[config.mk]
export PLATFORM = sky130hd
export DESIGN_NAME = spi_master_fsm
export DESIGN_NICKNAME = d
export VERILOG_FILES = /design/src/rtl/spi_master_fsm.sv
export SDC_FILE = /design/constraint.sdc
export NUM_CORES = 1
export LEC_CHECK = 0
export CORE_MARGIN = 10
export CORE_UTILIZATION = 50
export CTS_CLUSTER_DIAMETER = 200
export DETAILED_ROUTE_END_ITERATION = 8
export PLACE_DENSITY_LB_ADDON = 0.25
export SYNTH_ARGS = -nofsm -noshare
export SYNTH_HDL_FRONTEND = slang
export SYNTH_SLANG_ARGS = --single-unit
[constraint.sdc]
create_clock -name clk -period 2.6 [get_ports clk]
set_clock_uncertainty 0.15 [all_clocks]
set_input_delay 0.65 -clock clk [delete_from_list [all_inputs] [get_ports clk]]
set_output_delay 0.65 -clock clk [all_outputs]
set_load 0.02 [all_outputs]
[src/rtl/spi_master_fsm.sv]
// SPI mode-0 master that sends a 16-bit command word plus a 16-bit data word to one of N_SLAVES
// chip-selected slaves and captures the slave's reply during the data word.
module spi_master_fsm #(
    parameter int N_SLAVES = 4,
    parameter int CLK_DIV  = 4,
    parameter int CS_SETUP = 4,
    parameter int CS_HOLD  = 4,
    parameter int CS_IDLE  = 4
) (
    input  logic                clk,
    input  logic                rst_n,
    input  logic                start,
    input  logic                rd,
    input  logic [2:0]          slave_sel,
    input  logic [7:0]          addr,
    input  logic [15:0]         wdata,
    output logic                busy,
    output logic                done,
    output logic                err,
    output logic [15:0]         rdata,
    output logic                sclk,
    output logic                mosi,
    input  logic                miso,
    output logic [N_SLAVES-1:0] cs_n
);

    localparam int CW = 16;

    generate
        if (CLK_DIV < 4 || CS_SETUP < 4 || CS_HOLD < 4 || CS_IDLE < 4 ||
            N_SLAVES < 1 || N_SLAVES > 8) begin : g_bad_param
            $error("spi_master_fsm: illegal parameter value");
        end
    endgenerate

    typedef enum logic [2:0] {IDLE, SETUP, SHIFT, HOLD, GAP} state_t;

    state_t              state_reg, state_next;
    logic [CW-1:0]       cnt_reg, cnt_next;
    logic [5:0]          half_reg, half_next;
    logic [31:0]         frame_reg, frame_next;
    logic [15:0]         cap_reg, cap_next;
    logic [15:0]         rdata_reg, rdata_next;
    logic                rd_reg, rd_next;
    logic                sclk_reg, sclk_next;
    logic                mosi_reg, mosi_next;
    logic                busy_reg, busy_next;
    logic                done_reg, done_next;
    logic                err_reg, err_next;
    logic [N_SLAVES-1:0] cs_n_reg, cs_n_next;
    logic [N_SLAVES-1:0] sel_hot;
    logic                sel_valid;
    logic [31:0]         new_frame;

    for (genvar gi = 0; gi < N_SLAVES; gi++) begin : g_dec
        assign sel_hot[gi] = (slave_sel == 3'(gi));
    end

    assign sel_valid = int'(slave_sel) < N_SLAVES;
    assign new_frame = {2'b00, slave_sel, addr, 1'b0, rd, 1'b0, rd ? 16'h0000 : wdata};

    always_ff @(posedge clk or negedge rst_n) begin
        if (!rst_n) begin
            state_reg <= IDLE;
            cnt_reg   <= '0;
            half_reg  <= '0;
            frame_reg <= '0;
            cap_reg   <= '0;
            rdata_reg <= '0;
            rd_reg    <= 1'b0;
            sclk_reg  <= 1'b0;
            mosi_reg  <= 1'b0;
            busy_reg  <= 1'b0;
            done_reg  <= 1'b0;
            err_reg   <= 1'b0;
            cs_n_reg  <= '1;
        end else begin
            state_reg <= state_next;
            cnt_reg   <= cnt_next;
            half_reg  <= half_next;
            frame_reg <= frame_next;
            cap_reg   <= cap_next;
            rdata_reg <= rdata_next;
            rd_reg    <= rd_next;
            sclk_reg  <= sclk_next;
            mosi_reg  <= mosi_next;
            busy_reg  <= busy_next;
            done_reg  <= done_next;
            err_reg   <= err_next;
            cs_n_reg  <= cs_n_next;
        end
    end

    always_comb begin
        state_next = state_reg;
        cnt_next   = cnt_reg;
        half_next  = half_reg;
        frame_next = frame_reg;
        cap_next   = cap_reg;
        rdata_next = rdata_reg;
        rd_next    = rd_reg;
        sclk_next  = sclk_reg;
        mosi_next  = mosi_reg;
        busy_next  = busy_reg;
        cs_n_next  = cs_n_reg;
        done_next  = 1'b0;
        err_next   = 1'b0;
        case (state_reg)
            IDLE: begin
                if (start) begin
                    if (sel_valid) begin
                        state_next = SETUP;
                        cnt_next   = '0;
                        busy_next  = 1'b1;
                        rd_next    = rd;
                        frame_next = new_frame;
                        mosi_next  = new_frame[31];
                        cs_n_next  = ~sel_hot;
                    end else begin
                        done_next = 1'b1;
                        err_next  = 1'b1;
                    end
                end
            end
            SETUP: begin
                if (cnt_reg == CW'(CS_SETUP - 1)) begin
                    // The first rising edge is launched on entry to SHIFT.
                    state_next = SHIFT;
                    cnt_next   = '0;
                    half_next  = '0;
                    sclk_next  = 1'b1;
                end else begin
                    cnt_next = cnt_reg + 1'b1;
                end
            end
            SHIFT: begin
                if (cnt_reg == CW'(CLK_DIV - 1)) begin
                    cnt_next  = '0;
                    half_next = half_reg + 1'b1;
                    if (half_reg == 6'd63) begin
                        state_next = HOLD;
                        sclk_next  = 1'b0;
                        mosi_next  = 1'b0;
                    end else if (sclk_reg) begin
                        sclk_next  = 1'b0;
                        frame_next = {frame_reg[30:0], 1'b0};
                        mosi_next  = frame_reg[30];
                    end else begin
                        sclk_next = 1'b1;
                        // Only rising edges 17..32 carry the slave's data word.
                        if (half_reg >= 6'd31) begin
                            cap_next = {cap_reg[14:0], miso};
                        end
                    end
                end else begin
                    cnt_next = cnt_reg + 1'b1;
                end
            end
            HOLD: begin
                if (cnt_reg == CW'(CS_HOLD - 1)) begin
                    state_next = GAP;
                    cnt_next   = '0;
                    cs_n_next  = '1;
                end else begin
                    cnt_next = cnt_reg + 1'b1;
                end
            end
            GAP: begin
                if (cnt_reg == CW'(CS_IDLE - 1)) begin
                    state_next = IDLE;
                    cnt_next   = '0;
                    done_next  = 1'b1;
                    busy_next  = 1'b0;
                    if (rd_reg) begin
                        rdata_next = cap_reg;
                    end
                end else begin
                    cnt_next = cnt_reg + 1'b1;
                end
            end
            default: begin
                state_next = IDLE;
            end
        endcase
    end

    assign busy  = busy_reg;
    assign done  = done_reg;
    assign err   = err_reg;
    assign rdata = rdata_reg;
    assign sclk  = sclk_reg;
    assign mosi  = mosi_reg;
    assign cs_n  = cs_n_reg;

endmodule

; Word-level counts from Yosys, hierarchy flattened
; Index checks and enable logic that the tools add are counted.
; Widths: inputs -> output; s select.
[word_totals]
out_inout_bits = 25
mem_count = 0
rom_bits = 0
latch_bits = 0
regBits = 98
input_bits = 32
mem_bits_rw = 0
[classes]
eq_ne = 19
div_mod_pow = 0
multipliers = 0
order_cmp = 2
n_shift = 0
addsub = 2
n_bitwise = 3
muxes = 46
reduce_logical = 18
[op_table]
columns = operator, n
row1 = $mux 31, 5
row2 = $mux 16, 4
row3 = $pmux 31 s2, 1
row4 = $pmux 16 s2, 1
row5 = $mux 3, 7
row6 = $ne 2x2->1 const B, 9
row7 = $add 16x1->16 const B, 1
row8 = $eq 16x2->1 const B, 1
row9 = $mux 1, 16
row10 = $pmux 3 s5, 1
row11 = $eq 3x2->1 const B, 4
row12 = $mux 4, 3
row13 = $mux 6, 2
row14 = $pmux 6 s2, 1
row15 = $reduce_and 3->1, 4
row16 = $reduce_and 5->1, 2
row17 = $reduce_bool 2->1, 5
row18 = $pmux 1 s2, 4
row19 = $pmux 4 s2, 1
row20 = $reduce_and 4->1, 2
row21 = $reduce_and 7->1, 1
row22 = $add 6x1->6 const B, 1
row23 = $eq 3x1->1 const B, 2
row24 = $eq 6x6->1 const B, 1
row25 = 9 further kinds, 11

; Depth between registers and ports, before layout
[logic_depth]
word_depth = 5
mapped_depth = 8

; Worst setup path after synthesis
; No wires, ideal clock.
[synth_path]
kind = reg2reg
from = reg cnt_reg[0]
to = reg cap_reg[10]
slack_ns = 0.322
path_buffers = 1
t_required_ns = 2.325
stages_incl_launch_ff = 7
arrival_time_ns = 2.003
setup_time_ns = 0.125
path_cell_list = dfrtp_1 -> ha_1 -> nor4b_4 -> nand4_4 -> nor4_4 -> buf_8 -> mux2_4
[synth_via]
elab_chain_len = 2
[synth_lines]
columns = item, line_no
row1 = start: declaration, 39  ; logic [CW-1:0] cnt_reg, cnt_next;
row2 = start signal: assignment, 79  ; cnt_reg <= cnt_next;
row3 = $eq 16x2->1, 137  ; if (cnt_reg == CW'(CLK_DIV - 1)) begin
row4 = $reduce_and 5->1 (no line), --
row5 = end signal: assignment, 82  ; cap_reg <= cap_next;
row6 = end: declaration, 42  ; logic [15:0] cap_reg, cap_next;
; Every way passes these cells.
; A chain may end at the register's enable or synchronous reset.

; Worst setup path after layout
[layout_path]
from = reg sclk_reg (netlist: sclk)
to = out sclk
[layout_lines]
columns = item, line_no
row1 = start: declaration, 45  ; logic sclk_reg, sclk_next;
row2 = start signal: assignment, 85  ; sclk_reg <= sclk_next;
row3 = end: declaration, 21  ; output logic sclk,
; No word-level cell between the ends.

==> summary.md <==
| Metric | Value |
|---|---|
| FILL cells | `713` |
| Mapped Nets | `425` |
| Final WL | `9630 µm` |
| Period utilisation layout | `90.9%` |
| Pre-CTS setup slack | `-3.86 ps` |
| Critical path arrival | `1560 ps` |
| Synth area leader | `dfrtp_1` |
| Worst hold path class | `in -> async` |
| Hpwl dp | `6810 µm` |
| # DRC | `0` |
| CP Buf/Inv Count | `1` |
| Ys async rst share | `100%` |
| Ant. Diodes | `0` |
| Critical path's largest stage delay | `690 ps` |
| Crit Path Category | `reg -> out` |
| DR WL/cell | `16.9 µm` |
| Crit-path leading delay family | `buffers and inverters` |
| Gate power share | `34.8%` |
| Total congestion overflow | `0` |
| Routed Antenna Nets | `0` |
| Syn Inst Count | `391` |
| Yosys warning total | `0` |
| EDFF count, synth | `0` |
| Sequential share of the synthesized area | `54.1%` |
| Synth top cells by count | `dfrtp_1, nor2_1, mux2_2, nand2_1` |
| IO Port Bufs | `56` |
| Sum Neg Setup Slack | `0 ps` |
| Die Wd | `115 µm` |
| Die height | `115 µm` |
| Initial antenna violation count | `0` |
| RSZ-0062 raised after global routing | `false` |
| Slowest CP cell | `clkdlybuf4s50_1` |
| Max-slew headroom | `35.0%` |
| Tot GR Track Use | `14.7%` |
| Largest register FFs | `31` |
| Cell area after synthesis | `4540 µm²` |
| IO Count | `57` |
| Final nets | `491` |
| CP Capture Type | `output port` |
| CP Max Fanout | `8` |
| CTS Buf Count | `9` |
| Pint | `3.12 mW` |
| Footprint of the multi-input gates | `1960 µm²` |
| Initial Utilization | `51.9%` |
| Clk slew on worst S/H paths | `90 ps` |
| Number of distinct library cells after synthesis | `53` |
| Peak supply drop | `0.476 mV` |
| Routability cong. | `0.850` |
| Reg2reg setup slack | `290 ps` |
| Crit start category | `flip-flop` |
| Lkg Pwr | `2.38 nW` |
| Post-Layout Cell Count | `568` |
| CTS root buffer | `clkbuf_8` |
| Worst Path Required | `1800 ps` |
| Layout cell share with drive strength beyond 1 | `19.3%` |
| Final WS setup | `236 ps` |
| Vias per inst | `5.78` |
| Achievable Freq | `423 MHz` |
| Std cell rows | `34` |
| Starting DRT DRC Count | `242` |
| Seq cells post-synth | `98` |
| Clk sinks | `98` |
| Avg Inst Size Synth | `11.6 µm²` |
| H-tree levels | `3` |
| Power share of the clock group | `20.1%` |
| Overall Power | `4.80 mW` |
| Via count | `3281` |
| Layout overhead on the synthesized area | `21.4%` |
| Finished Core Util | `62.9%` |
| Max clock buf depth | `2` |
| Die Area | `13300 µm²` |
| Most numerous cell in the Yosys netlist | `dfrtp_1` |
| Final Max Tran Viols | `0` |
| Register area | `2460 µm²` |
| Psw | `1.68 mW` |
| Final Setup Violations | `0` |
| Least-Margin Pin Slew | `971 ps` |
| Sequential Power Share | `45.1%` |
| CTS tree | `done` |
| Inst Count DP | `553` |
| Most used DFF post-synth | `dfrtp_1` |
| Worst path cell trace | `clkdlybuf4s50_1` |
| Tmin final | `2360 ps` |
| Max cap viols | `0` |
| First-pass GRT wire length | `16300 µm` |
| Placeable core region | `8760 µm²` |
| Yosys top cell area share | `51.8%` |
| Final Hold Fails | `0` |
| DR pass1 iterations | `4` |
| Vias in the first global route | `3207` |
| Pin count of the biggest net entering global routing | `38` |
| Area contributors post-synth | `dfrtp_1, mux2_2, mux2_4` |
| Switching share of power | `34.9%` |
| Status | `finished, final reports clean` |
| Clock Latency Late Sink | `350 ps` |
| P per Cell Area | `870 nW/µm²` |
## kinds of logic (layout without fill, tap and decap cells)
group           Yosys count  count (layout)  share of synthesized area (%)
compound gates           97              97                           15.7
xor+xnor                 11              11                           2.12
fa+ha+maj                 2               2                          0.551
buf+inv                  28              97                           2.84
flops                    98              98                           54.1
mux                      34              34                           9.22
simple gates            121             121                           15.5
## power groups by stage
stage	clock (mW)	sequential [mW]	combinational (mW)
floorplan	0	2.16	1.11
global placement	0	2.18	1.61
detailed placement	0	2.19	1.66
CTS	0.990	2.16	1.67
global route	1.04	2.22	1.86
finish	0.962	2.16	1.67
## stage by stage
stage	hold slack [ps]	instance area [µm²]
2_1_floorplan	204	4540
3_3_place_gp	322	5310
3_5_place_dp	324	5310
4_1_cts	115	5500
5_1_grt	127	5520
6_report	108	5520
## layer usage
| metal | GRT usage [%] | routed length, µm | up-vias | part of all wire (%) |
|---|---|---|---|---|
| li1 | - | - | 1600 | - |
| met1 | 20.7 | 4550 | 1598 | 47 |
| met2 | 21.7 | 4380 | 77 | 45 |
| met3 | 4.11 | 631 | 6 | 6.6 |
| met4 | 3.55 | 65 | 0 | 0.68 |
| met5 | 0 | 0 | - | 0 |
## final cells by class
class	count	area share, %
sequential	98	44.6
clock buffer	10	2.50
clock inverter	4	0.975
timing repair buffer	78	13.6
inverter	5	0.340
multi-input combinational	265	35.6
tap	108	2.45
## repair_timing
| action | CTS | global route |
|---|---|---|
| hold buffers | 0 | 0 |
| endpoints found under the setup margin | 0 | 20 |
| resized for setup | 0 | 1 |
| buffers inserted | 0 | 1 |
## placed cells by master (no fill, tap or decap), types with 12 or more instances in the layout
cell / count
dfrtp_1: 94
clkdlybuf4s50_1: 55
nor2_1: 26
nand2_1: 23
mux2_2: 23
buf_4: 21
a22oi_1: 15
o2bb2ai_1: 15
nand3_1: 14
o22ai_1: 12
a2bb2oi_1: 12
## worst paths after layout
| path | start | to | depth (start not counted) |
|---|---|---|---|
| max | sclk | sclk | 1 |
| min | rst_n | rdata[2] | 1 |
| max reg2reg | cnt_reg[0] | frame_reg[3] | 6 |
| min reg2reg | rd_reg | rd_reg | 2 |
| max in group asynchronous | rst_n | cs_n[3] | 2 |
| min in group clk | rd_reg | rd_reg | 2 |
Power figures use the tool's default switching activity.
